==> src/rtl/serial_adder_pkg.sv <==
// Shared types for the bit-serial adder: FSM state encoding.
package serial_adder_pkg;

    // Controller states; 2-bit encoding keeps the state register minimal.
    typedef enum logic [1:0] {
        ST_IDLE = 2'd0,
        ST_RUN  = 2'd1,
        ST_DONE = 2'd2
    } sa_state_t;

endpackage

==> src/rtl/serial_adder_full_adder_bit.sv <==
// Single-bit full adder cell, reused once per clock by the serial datapath.
module full_adder_bit (
    input  logic a,
    input  logic b,
    input  logic cin,
    output logic s,
    output logic cout
);

    // Sum is the three-input parity; carry is the three-input majority.
    always_comb begin
        s    = a ^ b ^ cin;
        cout = (a & b) | (a & cin) | (b & cin);
    end

endmodule

==> src/rtl/serial_adder.sv <==
// Bit-serial unsigned adder: operands accepted on a valid/ready handshake,
// summed LSB-first through one full-adder cell, result presented on a second
// valid/ready handshake. Sum and carry-out only update when a result completes.
module serial_adder
    import serial_adder_pkg::*;
#(
    parameter int WIDTH = 8
) (
    input  logic             clk,
    input  logic             rst,
    input  logic             in_valid,
    output logic             in_ready,
    input  logic [WIDTH-1:0] a,
    input  logic [WIDTH-1:0] b,
    output logic             out_valid,
    input  logic             out_ready,
    output logic [WIDTH-1:0] sum,
    output logic             cout
);

    // Counter needs at least one bit so WIDTH=1 still has a legal register.
    localparam int CW = (WIDTH > 1) ? $clog2(WIDTH) : 1;
    localparam logic [CW-1:0] LAST_STEP = CW'(WIDTH - 1);

    sa_state_t r_state;
    sa_state_t w_state_next;

    logic [WIDTH-1:0] r_a_sh;
    logic [WIDTH-1:0] r_b_sh;
    logic [WIDTH-1:0] r_res;
    logic [WIDTH-1:0] r_sum;
    logic             r_carry;
    logic             r_cout;
    logic [CW-1:0]    r_cnt;

    logic             w_s;
    logic             w_c;
    logic [WIDTH-1:0] w_res_next;
    logic             w_accept;
    logic             w_last;

    // The one and only arithmetic cell; fed by the LSBs of the operand shifters.
    full_adder_bit u_fa (
        .a    (r_a_sh[0]),
        .b    (r_b_sh[0]),
        .cin  (r_carry),
        .s    (w_s),
        .cout (w_c)
    );

    // New sum bit enters at the MSB so after WIDTH steps bit 0 sits at the LSB.
    generate
        if (WIDTH == 1) begin : g_res_w1
            assign w_res_next = w_s;
        end else begin : g_res_wn
            assign w_res_next = {w_s, r_res[WIDTH-1:1]};
        end
    endgenerate

    assign w_accept  = (r_state == ST_IDLE) && in_valid;
    assign w_last    = (r_cnt == LAST_STEP);
    assign in_ready  = (r_state == ST_IDLE);
    assign out_valid = (r_state == ST_DONE);
    assign sum       = r_sum;
    assign cout      = r_cout;

    // State register.
    always_ff @(posedge clk or posedge rst) begin
        if (rst) begin
            r_state <= ST_IDLE;
        end else begin
            r_state <= w_state_next;
        end
    end

    // Next-state logic: accept in IDLE, finish after WIDTH steps, drain in DONE.
    always_comb begin
        w_state_next = r_state;
        case (r_state)
            ST_IDLE: if (in_valid)  w_state_next = ST_RUN;
            ST_RUN:  if (w_last)    w_state_next = ST_DONE;
            ST_DONE: if (out_ready) w_state_next = ST_IDLE;
            default:                w_state_next = ST_IDLE;
        endcase
    end

    // Datapath: load on accept, shift one bit per RUN cycle, publish on the last step.
    always_ff @(posedge clk or posedge rst) begin
        if (rst) begin
            r_a_sh  <= '0;
            r_b_sh  <= '0;
            r_res   <= '0;
            r_sum   <= '0;
            r_carry <= 1'b0;
            r_cout  <= 1'b0;
            r_cnt   <= '0;
        end else if (w_accept) begin
            r_a_sh  <= a;
            r_b_sh  <= b;
            r_carry <= 1'b0;
            r_cnt   <= '0;
        end else if (r_state == ST_RUN) begin
            r_a_sh  <= r_a_sh >> 1;
            r_b_sh  <= r_b_sh >> 1;
            r_res   <= w_res_next;
            r_carry <= w_c;
            r_cnt   <= r_cnt + CW'(1);
            if (w_last) begin
                r_sum  <= w_res_next;
                r_cout <= w_c;
            end
        end
    end

endmodule

==> config.mk <==
export PLATFORM = sky130hd
export DESIGN_NAME = serial_adder
export DESIGN_NICKNAME = d
export VERILOG_FILES = /design/src/rtl/serial_adder_pkg.sv /design/src/rtl/serial_adder_full_adder_bit.sv /design/src/rtl/serial_adder.sv
export SDC_FILE = /design/constraint.sdc
export NUM_CORES = 1
export LEC_CHECK = 0
export CAP_MARGIN = 20
export CORE_ASPECT_RATIO = 0.5
export CORE_MARGIN = 5
export CORE_UTILIZATION = 50
export DETAILED_ROUTE_END_ITERATION = 6
export PLACE_DENSITY = 0.86
export SLEW_MARGIN = 15
export SYNTH_ARGS = -nofsm -noshare
export SYNTH_HDL_FRONTEND = slang
export SYNTH_SLANG_ARGS = --single-unit
==> constraint.sdc <==
create_clock -name clk -period 2 [get_ports clk]
set_input_delay 0.4 -clock clk [delete_from_list [all_inputs] [get_ports clk]]
set_output_delay 0.4 -clock clk [all_outputs]
set_load 0.01 [all_outputs]
==> results.toml, run 1 <==
[pwr]
peakVddDrop_mv = 0.535
p_sw_frac = 0.317
p_per_area_nw_per_um2 = 1530
power.switching_mw = 1.10
combPwrFrac = 0.415
seq_power_share = 0.403
pwr-share-clk = 0.182
leakage_nw = 1.02
p_int_mw = 2.38

[drt]
drt_iter0_drc = 54
wl_um = 3570
drc_errors = 0
firstDrtPassIters = 4
routedWlPerCell_um = 16.0
routed_via_density = 5.45
vias = 1220
antenna_left = 0

[synthesis]
yosys-top-cells-count = "dfrtp_1, inv_1, nor3b_1"
syn_area_um2 = 1820
synthArstFlopShare = 1.00
syn-num-nets = 161
synth_area_per_cell_um2 = 13.2
ys_seq_elements = 38
synth-edff-count = 0
synth_top_cell_area_share = 0.523
yosys_most_used_dff = "dfrtp_1"
yosysTopAreaCell = "dfrtp_1"
ys_seq_area_frac = 0.523
synth_most_common_cell = "dfrtp_1"
synth_area_leaders = "dfrtp_1, mux2_4, nor3b_1, mux2_2, o221a_2"
syn_inst = 138
yosysWarningCount = 0
synthDistinctLibCells = 30

[layout]
stdcell_count = 224
nets = 195
syn_to_final_growth_pct = 25.3
diodes = 0
n_fill_cell = 249
layout-drive-gt1-share = 0.231

[worst_hold_path]
min_path_type = "reg2reg"
worstHoldPathCells = 1

[die]
io_pins = 31
rows = 15
dieHeight_um = 52.7
start_util = 0.524
dieArea_um2 = 5020
core-area_um2 = 3470
die_x_um = 95.3

[worst_setup_path]
crit_required_ns = 1.60
critPathArrivalTime_ns = 1.51
cp_max_fo = 7
slowest_delay_ns = 0.53
crit_slowest_cell = "clkdlybuf4s50_1"
ff2ff_path_depth = 3
crit_chain = "nand2b_1 -> inv_1 -> clkdlybuf4s50_1"
setup.worst_path.end_class = "primary output"
crit_type = "reg2out"
start_kind = "flop"

[grt]
grt_pass1_wl_um = 5980
antenna_found_initial = 0
grt_pass1_vias = 1225
grt_max_degree = 39
grt_overflow = 0
track_usage = 0.160

[cts]
hold_buffers = 0
cts_max_path_buffers = 2
clkSlewWorstSetupHoldPaths_ns = 0.07
htreeDepth = 2
clock_sinks = 38
cts_tree = "done"
cts_made_buffers = 5
clock_latency_ns = 0.29
root_buffer = "clkbuf_8"

[status]
status = "completed"

[placed_design]
dp_hpwl_um = 2410
dp_cells = 215
port-buffer-count = 30
routabilityCongestion = 0.774

[sta]
finClkSkew_ns = 0.00374
rsz0062_at_grt = "false"
maxSlewViolCount = 0
tns_ns = 0
hold_viol_final = 0
slew_headroom = 0.348
post-route-min-period_ns = 1.91
fmax_ghz = 0.525
finalSetupViolCount = 0
fin_crit_sh = 0.953
tightest_slew_ns = 0.975

[run]
drv_cap = 0
-- cells by family (layout without fill, tap and decap cells) --
| family | Yosys count | count (layout) | synth area share |
|---|---|---|---|
| buf+inv | 23 | 58 | 0.0660 |
| flops | 38 | 38 | 0.523 |
| mux | 17 | 17 | 0.123 |
| compound gates | 23 | 23 | 0.117 |
| fa+ha+maj | 3 | 3 | 0.0248 |
| simple gates | 34 | 34 | 0.146 |
-- path summary, 6_finish.rpt --
check / slack (ns) / startpoint / endpoint
min in group asynchronous: 0.52 / rst / r_res[5]$_DFFE_PP0P_
worst min-delay path: 0.49 / r_cnt[0]$_DFFE_PP0P_ / r_cnt[0]$_DFFE_PP0P_
worst min register to register: 0.49 / r_cnt[0]$_DFFE_PP0P_ / r_cnt[0]$_DFFE_PP0P_
worst max-delay path: 0.09 / r_state[0]$_DFFE_PP0P_ / out_valid
worst max register to register: 0.14 / r_state[0]$_DFFE_PP0P_ / r_a_sh[2]$_DFFE_PP0P_
max in group asynchronous: 1.11 / rst / r_state[0]$_DFFE_PP0P_
-- stage by stage --
step / cell area, um^2 / util / hold WS [ns] / power, mW / setup slack (ns)
after floorplan: 1820 / - / 0.457 / 2.38 / 0.566
after global placement: 2160 / 0.623 / 0.480 / 2.75 / 0.0377
after detailed placement: 2160 / 0.623 / 0.479 / 2.84 / 0.00704
after CTS: 2270 / 0.654 / 0.489 / 3.49 / 0.0355
after global routing: 2280 / 0.657 / 0.513 / 3.71 / 0.0144
final: 2280 / 0.657 / 0.487 / 3.48 / 0.0941
-- cell usage in the layout, fill, tap and decap left out, drive strengths merged, types with 2 or more instances in the layout --
cell,n
clkbuf,7
dfrtp,38
or4b,5
ha,2
nor4bb,2
o221a,5
a211o,2
a211oi,5
nor2b,5
clkdlybuf4s50,30
a22o,3
inv,11
nor4b,5
a221oi,4
buf,9
nand2b,4
nor3b,11
mux2,16
-- routing by layer --
layer,share of wire,track usage,vias to the layer above
met5,0,0,-
met4,0.018,0.0789,0
met3,0.046,0.0387,7
met2,0.47,0.253,27
met1,0.47,0.206,620
li1,-,-,566
-- final cells by class --
cell class / count / area [um^2] / area share
Timing Repair Buffer: 39 / 368 / 0.161
Clock inverter: 1 / 30.0 / 0.0132
Inverter: 11 / 41.3 / 0.0181
Sequential cell: 38 / 952 / 0.418
Clock buffer: 7 / 76.3 / 0.0335
Multi-Input combinational cell: 77 / 748 / 0.328
Tap cell: 51 / 63.8 / 0.0280
-- critical path: cells and delay by family (launching register included) --
family,cells,cell delay (ns)
flip-flops,1,0.45
buffers and inverters,2,0.59
AND/OR/NAND/NOR,1,0.18
-- registers in the layout (all words and copies together) (netlist names) --
register and count:
r_res 7, cout 1, r_state 2, r_cnt 3
r_a_sh 8, r_carry 1, r_b_sh 8, sum 8
-- timing repair --
item | CTS | global route
gates resized for setup | 0 | 1
buffers inserted | 0 | 1
setup endpoints to repair | 0 | 2
-- power groups by stage --
stage                     Sequential (mW)  Clock (mW)  Combinational (mW)
after global placement               1.38           0                1.36
after floorplan                      1.37           0                1.01
final                                1.40       0.635                1.44
after detailed placement             1.41           0                1.44
after CTS                            1.40       0.648                1.44
after global routing                 1.44       0.684                1.58
Note: power is estimated with default switching activity, not from simulation.
==> inputs of run 2 (changes only) <==
--- a/config.mk
+++ b/config.mk
@@ -6,11 +6,14 @@
 export NUM_CORES = 1
 export LEC_CHECK = 0
 export CAP_MARGIN = 20
+export CELL_PAD_IN_SITES_DETAIL_PLACEMENT = 1
+export CELL_PAD_IN_SITES_GLOBAL_PLACEMENT = 2
 export CORE_ASPECT_RATIO = 0.5
 export CORE_MARGIN = 5
-export CORE_UTILIZATION = 50
+export CORE_UTILIZATION = 35
 export DETAILED_ROUTE_END_ITERATION = 6
-export PLACE_DENSITY = 0.86
+export PLACE_DENSITY = 0.88
+export SETUP_SLACK_MARGIN = 0.15
 export SLEW_MARGIN = 15
 export SYNTH_ARGS = -nofsm -noshare
 export SYNTH_HDL_FRONTEND = slang
==> results.toml, run 2 (synthesized netlist as in run 1, its figures left out) <==
[run]
drv_cap = 0

[layout]
n_fill_cell = 515
nets = 198
fin_util = 0.465
stdcell_count = 246
syn_to_final_growth_pct = 27.3
layout_commonest_cell = "dfrtp_1"
final_cell_mix = "dfrtp_1, clkdlybuf4s50_1, buf_4"
layout-drive-gt1-share = 0.256
final_area_um2 = 2320
diodes = 0

[placed_design]
dp_hpwl_um = 2530
dp_cells = 235
dpl_cell_area_um2 = 2200
port-buffer-count = 30
pre_cts_slack_ns = 0.116
routabilityCongestion = 0.685

[pwr]
peakVddDrop_mv = 0.431
p_per_area_nw_per_um2 = 1480
leakage_nw = 1.05
fin_total_pwr_mw = 3.42

[die]
die_x_um = 112
core-area_um2 = 4980
io_pins = 31
dieArea_um2 = 6830
start_util = 0.366
rows = 18
dieHeight_um = 61.0

[sta]
tns_ns = 0
finClkSkew_ns = 0.00423
rsz0062_at_grt = "false"
fin_crit_sh = 0.855
worst_slack_ns = 0.291
maxSlewViolCount = 0
tightest_slew_ns = 0.472
finalSetupViolCount = 0
timing.hold.ws_ns = 0.507
post-route-min-period_ns = 1.71
hold_viol_final = 0
slew_headroom = 0.685
fmax_ghz = 0.585

[cts]
htreeDepth = 2
cts_made_buffers = 5
hold_buffers = 0
root_buffer = "clkbuf_8"
clock_sinks = 38
cts_max_path_buffers = 2
clkSlewWorstSetupHoldPaths_ns = 0.08
cts_tree = "done"
clock_latency_ns = 0.29

[drt]
routedWlPerCell_um = 14.8
routed_via_density = 4.85
vias = 1192
antenna_left = 0
drt_iter0_drc = 61
drc_errors = 0
wl_um = 3630
firstDrtPassIters = 4

[worst_setup_path]
crit_chain = "buf_4 -> buf_4 -> nor2b_1 -> buf_4 -> mux2_2"
crit_slowest_cell = "dfrtp_2"
start_kind = "flop"
setup.worst_path.end_class = "flop"
cp_max_fo = 21
crit_top_cell = "buf_4"
crit_required_ns = 2.18
slowest_delay_ns = 0.43
crit_family = "buffers and inverters"
crit_type = "reg2reg"
critPathArrivalTime_ns = 1.89
critPathBufInv = 3

[grt]
grt_overflow = 0
grt_pass1_vias = 1334
track_usage = 0.117
grt_pass1_wl_um = 6290
antenna_found_initial = 0
grt_max_degree = 39

[status]
status = "completed"

[worst_hold_path]
min_path_type = "reg2reg"
[run 2: worst register-to-register path, cell delays in order, from the launching register on]
cell,delay (ns)
dfrtp_2,0.43
buf_4,0.15
buf_4,0.22
nor2b_1,0.25
buf_4,0.20
mux2_2,0.35
[run 2: path summary, 6_finish.rpt]
check	start	end	slack (ns)	cells after the start
max	r_state[0]$_DFFE_PP0P_	r_res[6]$_DFFE_PP0P_	0.29	5
min	r_cnt[0]$_DFFE_PP0P_	r_cnt[0]$_DFFE_PP0P_	0.51	1
max reg2reg	r_state[0]$_DFFE_PP0P_	r_res[6]$_DFFE_PP0P_	0.29	5
min reg2reg	r_cnt[0]$_DFFE_PP0P_	r_cnt[0]$_DFFE_PP0P_	0.51	1
max in group asynchronous	rst	r_state[0]$_DFFE_PP0P_	1.13	3
min in group asynchronous	rst	sum[7]$_DFFE_PP0P_	0.52	3
[run 2: what timing repair did]
item,in CTS,in global routing
buffers inserted,3,0
setup endpoints to repair,2,1
hold endpoints to repair,0,0
resized for setup,2,1
[run 2: final cells by class]
cell class / count / area [um^2] / area share
clock buffers: 6 / 82.6 / 0.0357
flip-flops and latches: 38 / 952 / 0.411
clock inverters: 2 / 12.5 / 0.00540
repair buffers: 42 / 392 / 0.169
well taps: 70 / 87.6 / 0.0378
inverters: 11 / 41.3 / 0.0178
multi-input cells: 77 / 748 / 0.323
[run 2: power by group]
group,internal (mW),total [mW],switching (mW)
registers,1.15,1.39,0.241
clock network,0.277,0.549,0.272
logic,0.887,1.49,0.601
[run 2: routing by layer]
layer  track usage  routed length [um]
met5             0                   0
met4        0.0582                  49
met3        0.0329                 115
met2         0.179                1670
met1         0.155                1800
